**config.mk**
```make
export PLATFORM = sky130hd
export DESIGN_NAME = rom_arbiter
export DESIGN_NICKNAME = d
export VERILOG_FILES = /design/src/rtl/rom_arbiter_pkg.sv /design/src/rtl/rom_arb_pick.sv /design/src/rtl/rom_arbiter.sv
export SDC_FILE = /design/constraint.sdc
export NUM_CORES = 1
export LEC_CHECK = 0
export CAP_MARGIN = 20
export CORE_ASPECT_RATIO = 0.7
export CORE_MARGIN = 2
export CORE_UTILIZATION = 35
export DETAILED_ROUTE_END_ITERATION = 6
export PLACE_DENSITY = 0.69
export SYNTH_ARGS = -nofsm -noshare
export SYNTH_HDL_FRONTEND = slang
export SYNTH_SLANG_ARGS = --single-unit
```
**constraint.sdc**
```tcl
create_clock -name clock -period 1.5 [get_ports clock]
set_input_delay 0.3 -clock clock [delete_from_list [all_inputs] [get_ports clock]]
set_output_delay 0.3 -clock clock [all_outputs]
set_load 0.01 [all_outputs]
```
**src/rtl/rom_arbiter_pkg.sv**
```systemverilog
// Shared constants and state encoding for rom_arbiter.
// Optional feature macro: ROM_ARB_ROUND_ROBIN_EN (round-robin instead of fixed priority).
`ifndef ROM_ARBITER_PKG_SV
`define ROM_ARBITER_PKG_SV
package rom_arbiter_pkg;

  localparam int unsigned ADDR_W_DEF = 8;
  localparam int unsigned DATA_W_DEF = 16;

  localparam logic PORT_FETCH = 1'b0;
  localparam logic PORT_LOAD  = 1'b1;

  typedef enum logic {
    ST_IDLE = 1'b0,
    ST_READ = 1'b1
  } state_e;

endpackage
`endif

```
**src/rtl/rom_arb_pick.sv**
```systemverilog
// Combinational two-way picker: pointer breaks ties, a lone valid port always wins.
module rom_arb_pick
  import rom_arbiter_pkg::*;
(
  input  logic       valid0_i,
  input  logic       valid1_i,
  input  logic       ptr_i,
  output logic [1:0] grant_c
);

  always_comb begin
    grant_c = 2'b00;
    if (valid0_i && valid1_i) begin
      grant_c = (ptr_i == PORT_LOAD) ? 2'b10 : 2'b01;
    end else if (valid0_i) begin
      grant_c = 2'b01;
    end else if (valid1_i) begin
      grant_c = 2'b10;
    end
  end

endmodule

```
**src/rtl/rom_arbiter.sv**
```systemverilog
// Two-port fetch/load arbiter and sequencer for the shared combinational ROM read port.
// ROM_ARB_ROUND_ROBIN_EN selects round-robin arbitration; otherwise fetch has fixed priority.
module rom_arbiter
  import rom_arbiter_pkg::*;
#(
  parameter int unsigned ADDR_W = ADDR_W_DEF,
  parameter int unsigned DATA_W = DATA_W_DEF
) (
  input  logic              clock,
  input  logic              reset_n,
  input  logic              req0_valid,
  input  logic [ADDR_W-1:0] req0_addr,
  output logic              req0_ready,
  output logic              rsp0_valid,
  output logic [DATA_W-1:0] rsp0_data,
  input  logic              req1_valid,
  input  logic [ADDR_W-1:0] req1_addr,
  output logic              req1_ready,
  output logic              rsp1_valid,
  output logic [DATA_W-1:0] rsp1_data,
  output logic [ADDR_W-1:0] rom_address,
  input  logic [DATA_W-1:0] rom_data,
  output logic              busy
);

  state_e            state_q, state_d;
  logic              port_q, port_d;
  logic [ADDR_W-1:0] rom_addr_q, rom_addr_d;
  logic              rsp0_valid_q, rsp0_valid_d;
  logic              rsp1_valid_q, rsp1_valid_d;
  logic [DATA_W-1:0] rsp0_data_q, rsp0_data_d;
  logic [DATA_W-1:0] rsp1_data_q, rsp1_data_d;
  logic              ready0_c, ready1_c;
  logic [1:0]        grant_c;
  logic              ptr;

`ifdef ROM_ARB_ROUND_ROBIN_EN
  logic ptr_q, ptr_d;
  assign ptr = ptr_q;
`else
  assign ptr = PORT_FETCH;
`endif

  rom_arb_pick u_pick (
    .valid0_i (req0_valid),
    .valid1_i (req1_valid),
    .ptr_i    (ptr),
    .grant_c  (grant_c)
  );

  // Next-state, datapath and handshake decode.
  always_comb begin
    state_d      = state_q;
    port_d       = port_q;
    rom_addr_d   = rom_addr_q;
    rsp0_valid_d = 1'b0;
    rsp1_valid_d = 1'b0;
    rsp0_data_d  = rsp0_data_q;
    rsp1_data_d  = rsp1_data_q;
    ready0_c     = 1'b0;
    ready1_c     = 1'b0;
`ifdef ROM_ARB_ROUND_ROBIN_EN
    ptr_d        = ptr_q;
`endif
    case (state_q)
      ST_IDLE: begin
        ready0_c = grant_c[0];
        ready1_c = grant_c[1];
        if (|grant_c) begin
          state_d    = ST_READ;
          port_d     = grant_c[1];
          rom_addr_d = grant_c[1] ? req1_addr : req0_addr;
`ifdef ROM_ARB_ROUND_ROBIN_EN
          ptr_d      = ~grant_c[1];
`endif
        end
      end
      ST_READ: begin
        state_d = ST_IDLE;
        if (port_q == PORT_LOAD) begin
          rsp1_valid_d = 1'b1;
          rsp1_data_d  = rom_data;
        end else begin
          rsp0_valid_d = 1'b1;
          rsp0_data_d  = rom_data;
        end
      end
      default: state_d = ST_IDLE;
    endcase
  end

  always_ff @(posedge clock or negedge reset_n) begin
    if (!reset_n) begin
      state_q      <= ST_IDLE;
      port_q       <= PORT_FETCH;
      rom_addr_q   <= '0;
      rsp0_valid_q <= 1'b0;
      rsp1_valid_q <= 1'b0;
      rsp0_data_q  <= '0;
      rsp1_data_q  <= '0;
`ifdef ROM_ARB_ROUND_ROBIN_EN
      ptr_q        <= PORT_FETCH;
`endif
    end else begin
      state_q      <= state_d;
      port_q       <= port_d;
      rom_addr_q   <= rom_addr_d;
      rsp0_valid_q <= rsp0_valid_d;
      rsp1_valid_q <= rsp1_valid_d;
      rsp0_data_q  <= rsp0_data_d;
      rsp1_data_q  <= rsp1_data_d;
`ifdef ROM_ARB_ROUND_ROBIN_EN
      ptr_q        <= ptr_d;
`endif
    end
  end

  // Ready is an IDLE-only combinational grant, forced low while reset is held.
  assign req0_ready  = ready0_c & reset_n;
  assign req1_ready  = ready1_c & reset_n;
  assign rsp0_valid  = rsp0_valid_q;
  assign rsp1_valid  = rsp1_valid_q;
  assign rsp0_data   = rsp0_data_q;
  assign rsp1_data   = rsp1_data_q;
  assign rom_address = rom_addr_q;
  assign busy        = (state_q == ST_READ);

endmodule

```
---- After elaboration in Yosys (flattened, before gate mapping) ----
Index checks and enable logic that the tools add are counted.
word-level totals
  flip-flop bits (word level) ............. 44
  bits of input ports ..................... 36
  output and inout port bits .............. 45
  word-level logic and storage cells ...... 28
operators by class
  mux-type cells .......................... 12
  bitwise operators ....................... 4
  reductions and logical operators ........ 5
operator list
  kind                                count
  8-bit 2-to-1 mux                    1
  1-bit 2-to-1 mux                    7
  2-bit 2-to-1 mux                    3
  2-bit AND reduction                 3
  1-bit bitwise AND                   2
  1-bit inverter                      2
  1-bit case mux with 2 select lines  1
  2-bit OR reduction                  1
  1-bit logical AND                   1

---- Longest topological paths before layout ----
Gate-level depths: netlist of run 1.
  depth in word-level cells ............... 6
  mapped depth ............................ 5
  gate-level depth less buffers ........... 3

---- Cells and area by module ----
Synthesis of run 1 repeated with hierarchy kept, for this count alone.
second synthesis, totals
  cells, all modules ...................... 123
  area, all modules ....................... 1835.5 µm²
by module, submodules not included
  module        instances  cells each  area each (µm²)  seq. area each (µm²)
  rom_arbiter   1          120         1816.7           1101.1
  rom_arb_pick  1          3           18.8             0.0

---- Worst setup path after synthesis of run 1 ----
OpenSTA, ideal clock, no wires.
  path kind ............................... register to output
  start ................................... reg state_q, in the netlist busy
  end ..................................... out req1_ready
  arrival time ............................ 1116 ps
  data required time ...................... 1200 ps
  slack ................................... 84 ps
  cell stages (with the launch flop) ...... 4
  buffers on the path ..................... 1
  cell sequence ........................... dfrtp_1 buf_6 nand2b_1 nor3b_1
on the way
  word-level cells in the longest chain between the ends .. 2
RTL lines
  what                      RTL line            RTL
  start: declaration        rom_arbiter.sv:26   state_e state_q, state_d;
  start signal: assignment  rom_arbiter.sv:105  state_q <= state_d;
  1-bit 2-to-1 mux          rom_arbiter.sv:65   case (state_q)
  1-bit bitwise AND         rom_arbiter.sv:120  assign req1_ready = ready1_c & reset_n;
  end: declaration          rom_arbiter.sv:18   output logic req1_ready,
No other way between the ends.

---- Worst setup path in the final report of run 1 ----
Ends and elaborated chain as after synthesis.

==> key figures, run 1 <==
Worst setup path
  – Worst setup EP type: output port
  – Largest fanout on the critical path: 2
  – Crit Path Class: flop to output port
  – Worst EP arrival: 1.14 ns
  – Required @ worst endpoint: 1.20 ns
  – Worst setup SP type: flop
  – Reg2reg setup slack: 0.07 ns

Timing
  – Final Cycle Share: 96.3%
  – Slew Limit Headroom: 63.0%
  – Max Clk Rate: 0.692 GHz
  – Worst Max-Slew Pin Slew: 0.555 ns
  – Finish-stage setup viols: 0
  – RSZ-0062 raised after global routing: true
  – Period minus WS final: 1.44 ns
  – Max Slew Vio Count: 0
  – Final Hold Viols: 0
  – Fin Clk Skew: 0.00819 ns

Floorplanning
  – Die area: 5890 um^2
  – Die Span Y: 64.8 um
  – Row count: 22
  – Top Ports: 81
  – Die X: 90.9 um
  – Core region area: 5170 um^2
  – Initial core utilization: 35.7%

Routing
  – Via count: 1,284
  – Routed len/inst: 14.9 um
  – Iteration-0 DRC count of the detailed router: 37
  – DRT Pass-1 Iters: 4
  – Vias per cell: 4.54
  – DRT antenna net count: 0
  – Residual DRC: 0
  – Post-Route WL: 4220 um

Synthesis
  – Top cells by area, synth: dfrtp_1, mux2_4, mux2_2, buf_6, o32ai_1
  – Post-synth top area share: 59.5%
  – Synthesized area: 1850 um^2
  – Syn Nets: 158
  – Post-synthesis sequential area ratio: 59.5%
  – Synth async-reset ratio: 100%
  – Dominant synthesized flop cell: dfrtp_1
  – Netlist cell types: 21
  – Yosys reg bits: 44
  – EDFF count, synth: 0
  – Area leader, netlist: dfrtp_1
  – Yosys warns: 0
  – Cells after synthesis: 122
  – Mean Syn Cell Area: 15.2 um^2

Power and ir drop
  – Sw Ratio: 28.8%
  – Sw Pwr: 1.16 mW
  – Leakage: 1.49 nW
  – Pwr dens: 1410 nW/um^2
  – Logic gate share of total power: 38.3%
  – Int Power: 2.87 mW
  – Clock power share: 18.9%
  – Flop pwr share: 42.8%
  – Maximum VDD drop: 695 uV
  – Pwr Total: 4.03 mW

Placed design
  – Post-detail-place hpwl: 2980 um
  – I/O Buffers: 80
  – RD Place Congestion: 0.794

Global route
  – Initial antenna violation count: 0
  – First-pass GRT wire length: 6770 um
  – Remaining Overflow, GRT: 0
  – Largest net degree at the start of global routing: 45
  – GR Util All Layers: 14.9%
  – Number of global-route vias before repair: 1,246

Clock network
  – H-tree Lvls: 2
  – CTS tree: built
  – Root Driver: clkbuf_8
  – Clk_lat worst skew: 0.29 ns
  – Max clock buf depth: 2
  – CTS Buf Count: 5
  – Clock sinks: 44
  – Hold Buf Count CTS: 0
  – CTS clock-pin slew for the worst setup and hold paths: 0.09 ns

Min path
  – Tightest Hold Check Type: primary input to async pin

Run
  – Max-cap violations: 0

Finish
  – Layout cell share with drive strength beyond 1: 26.5%
  – Post-route core utilization: 55.2%
  – # nets final: 246
  – Area grow syn2layout: 54.5%
  – Most common cell after layout, fill and taps aside: dfrtp_1
  – N_diodes: 0
  – Commonest non-fill, non-tap cells in the layout: dfrtp_1, clkdlybuf4s50_1, dlymetal6s2s_1

Outcome
  – Status: complete, no violations
==> path summary, 6_finish.rpt <==
kind | start | to | cells after the start
worst max-delay path | busy | req1_ready | 3
worst min-delay path | reset_n | rom_address[7] | 2
worst max register to register | busy | rsp1_data[3] | 4
worst min register to register | rsp0_data[11] | rsp0_data[11] | 1
max in group asynchronous | reset_n | rsp0_data[0] | 2
min in group clock | rsp0_data[11] | rsp0_data[11] | 1
==> worst max-delay path: stages (launching register included) <==
cell and delay, ns:
dfrtp_1 0.39, nand2b_4 0.15, nor3b_2 0.17, buf_2 0.15
==> routing by layer <==
layer / track usage [%] / wire length (um) / vias to the layer above
met5: 0 / 0 / -
met4: 3.98 / 27 / 0
met3: 3.72 / 218 / 2
met2: 21.0 / 1820 / 37
met1: 22.7 / 2160 / 634
li1: - / - / 611
==> Yosys cell counts (all sizes together) (2+ instances only) <==
library cell / number
buf: 6
dfrtp: 44
inv: 3
mux2: 32
nand2: 2
nand2b: 3
nor2: 8
nor3: 4
o22ai: 7
o32ai: 6
==> layout make-up <==
| type | count | area (um^2) |
|---|---|---|
| Tap cell | 72 | 90.1 |
| Clock inverter | 1 | 7.51 |
| Timing Repair Buffer | 87 | 887 |
| Sequential cell | 44 | 1100 |
| Fill cell | 480 | 2320 |
| Multi-Input combinational cell | 68 | 669 |
| Inverter | 4 | 15.0 |
| Clock buffer | 7 | 86.3 |
==> cell families after synthesis <==
logic type / share of synthesized area (%)
multiplexers: 23.1
AND/OR/NAND/NOR: 6.50
AO/OA/AOI/OAI: 5.89
flip-flops: 59.5
buffers and inverters: 4.94
==> state kept, by name (all words and copies together), names as in the netlist <==
register     flops
rom_address      8
rsp0_data       16
port_q           1
rsp1_data       16
rsp0_valid       1
busy             1
rsp1_valid       1
==> power by group through the flow <==
stage / Combinational (mW) / Clock (mW) / Sequential (mW)
floorplan: 0.581 / 0 / 1.93
global placement: 1.67 / 0 / 1.76
detailed placement: 1.69 / 0 / 1.76
CTS: 1.63 / 0.792 / 1.74
global route: 1.64 / 0.844 / 1.78
finish: 1.54 / 0.763 / 1.72
==> stage by stage <==
stage	area, um^2	std cells	TNS [ns]	hold slack [ns]	setup WS, ns
final	2860	283	0	0.132	0.0559
after global placement	2700	274	-1.71	0.473	-0.426
after detailed placement	2700	274	-1.98	0.469	-0.430
after global routing	2860	283	-0.00832	0.177	-0.00832
after CTS	2790	283	0	0.152	0.000485
after floorplan	1850	122	0	0.00441	0.0840
==> timing repair <==
| item | 4_1_cts | 5_1_grt |
|---|---|---|
| setup endpoints to repair | 17 | 28 |
| resized for setup | 26 | 29 |
| pin swaps | 1 | 1 |
| setup buffers | 1 | 0 |
(Power assumes the default switching activity.)
==> run 2, diff against run 1 <==
TNS_END_PERCENT = 1   (was unset)
==> key figures, run 2 (same netlist as run 1, synthesis figures left out) <==
Clock network
  – CTS Buf Count: 5 (unchanged)
  – Max clock buf depth: 2 (unchanged)
  – Post-CTS setup buffers: 0 (-1)
  – CTS tree: built
  – Clock sinks: 44 (unchanged)
  – CTS clock-pin slew for the worst setup and hold paths: 0.08 ns (about the same)
  – H-tree Lvls: 2 (unchanged)
  – Hold Buf Count CTS: 0 (unchanged)
  – Clk_lat worst skew: 0.29 ns (about the same)
  – Root Driver: clkbuf_8

Floorplanning
  – Core region area: 5170 um^2 (unchanged)
  – Die Span Y: 64.8 um (unchanged)
  – Top Ports: 81 (unchanged)
  – Die area: 5890 um^2 (unchanged)
  – Initial core utilization: 35.7% (unchanged)
  – Row count: 22 (unchanged)
  – Die X: 90.9 um (unchanged)

Timing
  – RSZ-0062 raised after global routing: true
  – Worst Max-Slew Pin Slew: 0.555 ns (+0.000215 ns)
  – Max Slew Vio Count: 0 (unchanged)
  – Fin Clk Skew: 0.00792 ns (-0.000272 ns)
  – Period minus WS final: 1.45 ns (+0.00382 ns)
  – Final Hold Viols: 0 (unchanged)
  – Slew Limit Headroom: 63.0% (about the same)
  – Finish-stage setup viols: 0 (unchanged)
  – Final Cycle Share: 96.5% (+0.25 points)
  – Max Clk Rate: 0.691 GHz (-0.26%)

Global route
  – Remaining Overflow, GRT: 0 (unchanged)
  – First-pass GRT wire length: 6800 um (+0.41%)
  – Initial antenna violation count: 0 (unchanged)
  – Largest net degree at the start of global routing: 45 (unchanged)
  – GR Util All Layers: 14.9% (+0.051 points)
  – Number of global-route vias before repair: 1,254 (+0.64%)

Run
  – Max-cap violations: 0 (unchanged)

Finish
  – Area of the multi-input gates: 662 um^2 (-1.1%)
  – Post-route cell area: 2850 um^2 (-0.35%)
  – Fillers: 483 (+0.63%)
  – # nets final: 245 (-0.41%)
  – Most common cell after layout, fill and taps aside: dfrtp_1
  – Layout cell share with drive strength beyond 1: 25.7% (-0.83 points)
  – Post-route core utilization: 55.0% (-0.19 points)
  – N_diodes: 0 (unchanged)
  – Area grow syn2layout: 53.9%
  – Commonest non-fill, non-tap cells in the layout: dfrtp_1, clkdlybuf4s50_1, dlymetal6s2s_1
  – Register Area: 1100 um^2 (unchanged)

Routing
  – Vias per cell: 4.51 (-0.66%)
  – Post-Route WL: 4210 um (-0.45%)
  – Via count: 1,271 (-1.0%)
  – Routed len/inst: 14.9 um (about the same)
  – Iteration-0 DRC count of the detailed router: 33 (-11%)
  – DRT Pass-1 Iters: 4 (unchanged)
  – DRT antenna net count: 0 (unchanged)
  – Residual DRC: 0 (unchanged)

Placed design
  – Post-detail-place hpwl: 2980 um (unchanged)
  – RD Place Congestion: 0.794 (unchanged)
  – I/O Buffers: 80 (unchanged)
  – Post-DP Area: 2700 um^2 (unchanged)

Worst setup path
  – Crit. Startpoint: busy
  – Worst EP arrival: 1.15 ns (about the same)
  – Largest fanout on the critical path: 2 (unchanged)
  – Crit path to: req1_ready
  – Reg2reg setup slack: 0.21 ns (+0.14 ns)
  – Worst setup SP type: flop
  – Crit Path Class: flop to output port
  – RR Startpoint: busy
  – Worst setup EP type: output port
  – FF-to-FF path depth: 3 (-1)
  – Reg2reg end: rsp1_data[3]
  – Required @ worst endpoint: 1.20 ns (about the same)

Outcome
  – Status: complete, no violations

Power and ir drop
  – Maximum VDD drop: 695 uV (about the same)
  – Leakage: 1.48 nW (-0.43%)
  – Pwr dens: 1410 nW/um^2 (+0.15%)
  – Pwr Total: 4.02 mW (-0.20%)

Min path
  – Tightest Hold Check Type: primary input to async pin
==> run 2: per-stage QoR <==
stage | setup slack, ns | hold WS (ns) | std cells | setup TNS [ns]
after floorplan | 0.0840 | 0.00441 | 122 | 0
after global routing | -0.0313 | 0.177 | 282 | -0.0313
after detailed placement | -0.430 | 0.469 | 274 | -1.98
after CTS | -0.0279 | 0.154 | 282 | -0.0279
final | 0.0521 | 0.139 | 282 | 0
after global placement | -0.426 | 0.473 | 274 | -1.71
==> run 2: cell type report <==
cell class | count | area share, %
clock inverters | 1 | 0.264
multi-input cells | 68 | 23.3
repair buffers | 86 | 31.0
flip-flops and latches | 44 | 38.7
well taps | 72 | 3.16
inverters | 4 | 0.571
clock buffers | 7 | 3.03
==> run 2: critical path, stage by stage (launching register included) <==
cell and delay, ns:
dfrtp_1 0.39, nand2b_1 0.17, nor3b_2 0.16, buf_2 0.15
==> run 2: power by group <==
part	switching, mW	internal, mW	leakage (nW)
Clock	0.389	0.374	0.0445
Combinational	0.589	0.946	0.925
Sequential	0.178	1.55	0.512
Total	1.16	2.87	1.48
==> run 2: timing repair <==
| item | in CTS | in global routing |
|---|---|---|
| resized for setup | 25 | 28 |
| endpoints found under the setup margin | 17 | 27 |
| pin swaps | 0 | 1 |
==> run 2: metal layers <==
metal | vias to the layer above | track usage, % | routed length (um)
met1 | 627 | 22.8 | 2180
li1 | 609 | - | -
met4 | 0 | 3.98 | 27
met5 | - | 0 | 0
met2 | 33 | 21.1 | 1810
met3 | 2 | 3.72 | 189
==> run 2: worst min path at each step <==
stage / end / depth (start not counted) / slack (ns) / start
floorplan: busy / 0 / 0.004 / reset_n
global placement: rom_address[7] / 2 / 0.47 / reset_n
detailed placement: rom_address[7] / 2 / 0.47 / reset_n
CTS: rom_address[7] / 2 / 0.15 / reset_n
global route: rsp0_data[6] / 2 / 0.18 / reset_n
finish: rom_address[7] / 2 / 0.14 / reset_n
